**config.mk**
```make
export PLATFORM = sky130hd
export DESIGN_NAME = vga_line_fetch
export DESIGN_NICKNAME = d
export VERILOG_FILES = /design/src/rtl/vga_line_fetch.sv
export SDC_FILE = /design/constraint.sdc
export NUM_CORES = 1
export LEC_CHECK = 0
export ABC_AREA = 1
export BUFFER_PORTS_ARGS = -buffer_cell sky130_fd_sc_hd__buf_2
export CAP_MARGIN = 5
export CORE_AREA = 2 2 189 330
export CTS_CLUSTER_SIZE = 8
export DETAILED_ROUTE_END_ITERATION = 8
export DIE_AREA = 0 0 191 332
export PLACE_DENSITY = 0.52
export SYNTH_ARGS = -nofsm -noshare
export SYNTH_HDL_FRONTEND = slang
export SYNTH_SLANG_ARGS = --single-unit
```
**constraint.sdc**
```tcl
create_clock -name CLK -period 7.22 [get_ports CLK]
set_input_delay 0.722 -clock CLK [delete_from_list [all_inputs] [get_ports CLK]]
set_output_delay 0.722 -clock CLK [all_outputs]
set_load 0.1 [all_outputs]
```
**src/rtl/vga_line_fetch.sv**
```systemverilog
// vga_line_fetch -- prefetches framebuffer pixels into a small FIFO ahead of the
// VGA scan-out and presents them on VGA_R/G/B while the timing generator
// flags an active pixel.
//
// Ports
//   CLK          sole clock, rising edge
//   RST          synchronous active-low reset
//   VGA_BLANK    1 = active pixel this cycle (pop from FIFO head)
//   VGA_VS       active-low vertical sync; a falling edge restarts the frame
//   MEM_REQ      read request, held with a stable MEM_ADDR until MEM_ACK
//   MEM_ADDR     pixel address, wraps at HDISP*VDISP-1
//   MEM_ACK      request accepted when MEM_REQ & MEM_ACK
//   MEM_RVALID   in-order read response strobe
//   MEM_RDATA    {R,G,B} response data
//   VGA_R/G/B    pixel colour (0 outside the active area)
//   UNDERFLOW    sticky: an active pixel found the FIFO empty (reset-only clear)
//
// Build option: define VGA_FETCH_UNDERFLOW_COLOR_EN to show magenta instead of
// black on an underflowed pixel.
module vga_line_fetch #(
   parameter int HDISP = 640,
   parameter int VDISP = 480,
   parameter int DEPTH = 16,
   localparam int AW = $clog2(HDISP*VDISP)
) (
   input  logic          CLK,
   input  logic          RST,
   input  logic          VGA_BLANK,
   input  logic          VGA_VS,
   output logic          MEM_REQ,
   output logic [AW-1:0] MEM_ADDR,
   input  logic          MEM_ACK,
   input  logic          MEM_RVALID,
   input  logic [23:0]   MEM_RDATA,
   output logic [7:0]    VGA_R,
   output logic [7:0]    VGA_G,
   output logic [7:0]    VGA_B,
   output logic          UNDERFLOW
);

   localparam int NPIX = HDISP*VDISP;
   localparam int CW   = $clog2(DEPTH+1);
   localparam int PW   = $clog2(DEPTH);
   localparam logic [CW:0]   DEPTH_C   = (CW+1)'(DEPTH);
   localparam logic [AW-1:0] ADDR_LAST = AW'(NPIX-1);

`ifdef VGA_FETCH_UNDERFLOW_COLOR_EN
   localparam logic [23:0] UF_COLOR = 24'hFF00FF;
`else
   localparam logic [23:0] UF_COLOR = 24'h000000;
`endif

   typedef enum logic [1:0] {IDLE, FLUSH, FILL} state_t;

   state_t        state_q, state_d;
   logic          vs_q;
   logic [AW-1:0] addr_q, addr_d;
   logic [CW-1:0] outst_q, outst_d;
   logic [CW-1:0] cnt_q, cnt_d;
   logic [PW-1:0] wr_q, wr_d, rd_q, rd_d;
   logic          uf_q, uf_d;
   logic [23:0]   fifo_q [DEPTH];
   logic [23:0]   pix;

   logic vs_fall, accept, rv_ok, fifo_empty, push, pop;

   assign vs_fall    = vs_q & ~VGA_VS;
   assign fifo_empty = (cnt_q == '0);

   // Requests are throttled so every in-flight response is guaranteed a slot.
   assign MEM_REQ  = (state_q == FILL) && (({1'b0, cnt_q} + {1'b0, outst_q}) < DEPTH_C);
   assign accept   = MEM_REQ & MEM_ACK;
   // A response with nothing outstanding belongs to a request issued before
   // reset; it is dropped entirely.
   assign rv_ok    = MEM_RVALID & (outst_q != '0);
   // Responses seen in FLUSH (or on the VS edge) only retire the counter.
   assign push     = (state_q == FILL) & rv_ok & ~vs_fall;
   assign pop      = VGA_BLANK & ~fifo_empty & ~vs_fall;

   assign MEM_ADDR  = addr_q;
   assign UNDERFLOW = uf_q;

   // Next state: a VS falling edge restarts from FLUSH regardless of state.
   always_comb begin
      state_d = state_q;
      case (state_q)
         IDLE:    state_d = IDLE;
         FLUSH:   if (outst_q == '0) state_d = FILL;
         FILL:    state_d = FILL;
         default: state_d = IDLE;
      endcase
      if (vs_fall) state_d = FLUSH;
   end

   // Datapath next-state.
   always_comb begin
      outst_d = outst_q;
      addr_d  = addr_q;
      wr_d    = wr_q;
      rd_d    = rd_q;
      cnt_d   = cnt_q;
      uf_d    = uf_q | (VGA_BLANK & fifo_empty);

      // The counter keeps tracking across a VS edge so FLUSH knows how many
      // stale responses are still on their way.
      if (accept && !rv_ok)      outst_d = outst_q + CW'(1);
      else if (!accept && rv_ok) outst_d = outst_q - CW'(1);

      if (accept) addr_d = (addr_q == ADDR_LAST) ? '0 : addr_q + AW'(1);
      if (push)   wr_d   = wr_q + PW'(1);
      if (pop)    rd_d   = rd_q + PW'(1);

      if (push && !pop)      cnt_d = cnt_q + CW'(1);
      else if (pop && !push) cnt_d = cnt_q - CW'(1);

      if (vs_fall) begin
         addr_d = '0;
         wr_d   = '0;
         rd_d   = '0;
         cnt_d  = '0;
      end
   end

   // Colour: head of FIFO on active pixels, underflow colour when empty.
   always_comb begin
      pix = '0;
      if (VGA_BLANK) pix = fifo_empty ? UF_COLOR : fifo_q[rd_q];
   end

   assign {VGA_R, VGA_G, VGA_B} = pix;

   always_ff @(posedge CLK) begin
      if (!RST) begin
         state_q <= IDLE;
         vs_q    <= 1'b1;
         addr_q  <= '0;
         outst_q <= '0;
         cnt_q   <= '0;
         wr_q    <= '0;
         rd_q    <= '0;
         uf_q    <= 1'b0;
      end else begin
         state_q <= state_d;
         vs_q    <= VGA_VS;
         addr_q  <= addr_d;
         outst_q <= outst_d;
         cnt_q   <= cnt_d;
         wr_q    <= wr_d;
         rd_q    <= rd_d;
         uf_q    <= uf_d;
      end
   end

   // Pixel storage needs no reset; occupancy is tracked by cnt_q.
   always_ff @(posedge CLK) begin
      if (push) fifo_q[wr_q] <= MEM_RDATA;
   end

endmodule

```
==> run summary <==
Die W: 191 um
CTS resizes: 0
Outcome: finished clean
Hold buffers post-CTS: 0
CP arrival: 3770 ps
Detailed Route WL: 48400 um
Syn Std Cell Area: 18000 sq um
Tot GR Track Use: 15.3%
Global-route wire length before repair: 72900 um
Maxcap violations: 0
DRC Markers: 0
Pwr per Cell Area: 284 nW/um^2
Syn nets: 1674
Design area: 20900 sq um
Cts bufs inserted: 59
Nets@finish: 1744
Pins Over Slew Limit: 0
Initial Util: 29.7%
FP Rows: 120
Clock buffer depth: 3
Final HPWL DP: 26700 um
Most frequent cells in the layout: edfxtp_1 (384), nor2_1 (286), nand2_1 (260)
Critical-path top delay cell: inv_6
Antenna violations before repair: 6
Max-slew headroom: 18.0%
CTS tree: yes
Area grow syn2layout: 15.7%
H-Tree Depth: 2
Register area share after synthesis: 69.0%
Area of the multi-input gates: 4890 sq um
WP buf/inv: 3
Type of the worst setup path: reg -> out
Storage cell area: 12400 sq um
# IOs: 75
Cell count after synthesis: 1622
Drt wl/cell: 19.2 um
Fmax: 223 MHz
Fillers: 6067
Die area: 63400 sq um
Critical Path Fanout Max: 105
Post-Syn Area per Cell: 11.1 sq um
Fin. Hold Viols: 0
Crit. End Element: primary output
Die height: 332 um
Worst-Skew Late Latency: 610 ps
Clock root buffer: clkbuf_16
Commonest non-fill, non-tap cell in the layout: edfxtp_1
Fin util: 34.3%
CP required: 6500 ps
Hold/Removal Path Class: in -> reg
Critical-path cell list: inv_6 -> buf_4 -> nor2_1 -> nor2_1 -> o21ai_0 -> o21ai_1 -> nand2_1 -> nand3_1 -> nand2_1 -> nor2_1 -> buf_2
Vias in the first global route: 12255
RSZ-0062 raised after global routing: no
Pre-antenna DRT Iters: 5
Gp weighted congestion: 0.808
YS warnings: 0
Worst VDD drop: 0.169 mV
DP Cell Count: 2424
Yosys cell types: 30
Startpoint types: register
Layout Skew: 21.3 ps
Overflow after GRT: 0
Core Footprint: 60800 sq um
PortBufs: 74
Worst-Margin Slew: 1230 ps
TNS Setup: 0 ps
Tmin final: 4490 ps
Pin count of the biggest net entering global routing: 106
Layout cells sized above 1: 10.5%
Fin crit share: 62.2%
Via count: 12263
Clock sinks: 429
Yosys reg bits: 429
Static Leak: 7.42 nW
Max stage delay on crit path: 650 ps
Vias per cell: 4.86
Final Non-Filler Cells: 2522
DRT iter0 DRCs: 713
Post-CTS Setup Inserts: 0
Clock Pin Slew Worst Setup and Hold Paths: 60 ps
Worst path most repeated cell: nor2_1
Post-DRT Antenna Nets: 0
Dpl cell area: 19200 sq um
Worst path top cell family by delay: buffers and inverters
Setup violations, final: 0
synthesized netlist by cell type, drive strengths merged:
cell,instances,area [sq um]
buf,41,329
ha,20,250
and2,1,6.26
a21oi,43,215
nand2,260,976
nand4,15,93.8
inv,89,339
edfxtp,384,11500
nand3b,1,7.51
clkbuf,42,158
nor3,4,20.0
dfxtp,45,901
nor2,304,1150
nand3,53,265
nor4,1,21.3
xor2,12,105
fa,2,40.0
o21ai,234,1170
xnor2,1,8.76
o211ai,2,15.0
o22ai,68,425
sequential cells by signal, indices dropped and copies added, names as in the netlist, named ones only:
name,cells
MEM_ADDR,19
UNDERFLOW,1
cnt_q,5
fifo_q,384
outst_q,5
rd_q,4
state_q,2
vs_q,1
wr_q,4
worst paths after layout:
kind                            startpoint    endpoint  slack (ps)  cells past startpoint
worst max register to register    cnt_q[4]  outst_q[3]        4270                     12
worst max-delay path              register    VGA_B[2]        2730                     11
worst min-delay path                VGA_VS        vs_q         320                      3
worst min register to register   UNDERFLOW   UNDERFLOW         460                      2
cell families after synthesis:
kind of cell / share of synthesized area (%)
and+or+nand+nor: 14.1
DFF: 69.0
xor gates and xnor gates: 0.632
buffers and inverters: 4.58
AOI/OAI and AO/OA: 10.1
adders and majority gates: 1.61
where the power goes:
part / total, mW / switching [mW] / internal, mW
Clock: 2.57 / 1.03 / 1.53
Combinational: 0.591 / 0.433 / 0.159
Sequential: 2.76 / 0.0369 / 2.73
Total: 5.92 / 1.50 / 4.42
layer usage:
layer	GRT usage (%)	vias up	share of wire [%]
li1	-	5805	-
met1	18.1	6008	40
met2	27.5	348	52
met3	1.75	102	4.4
met4	6.56	0	3.7
met5	0	-	0
worst register-to-register path: stages (launching register included):
cell and delay, ps:
dfxtp_1 410, ha_1 290, nor4_4 460, nand2_1 190
nor2_4 270, ha_1 230, inv_1 110, ha_1 350
a21oi_1 140, nand2_1 80, xor2_1 130, o21ai_0 150
inv_1 50
cell type report:
class | count | area share, %
clock inverter | 2 | 0.240
multi-input combinational | 1021 | 23.4
timing repair buffer | 92 | 2.42
inverter | 89 | 1.63
tap | 793 | 4.76
antenna | 2 | 0.0240
clock buffer | 94 | 7.86
sequential | 429 | 59.6
through the flow:
step	hold WS (ps)	setup slack (ps)	total power, mW
3_3_place_gp	446	3390	3.40
4_1_cts	286	2700	5.98
6_report	320	2730	5.92
2_1_floorplan	451	4030	3.26
3_5_place_dp	457	3350	3.41
5_1_grt	324	2540	6.13
Power figures use the tool's default switching activity.
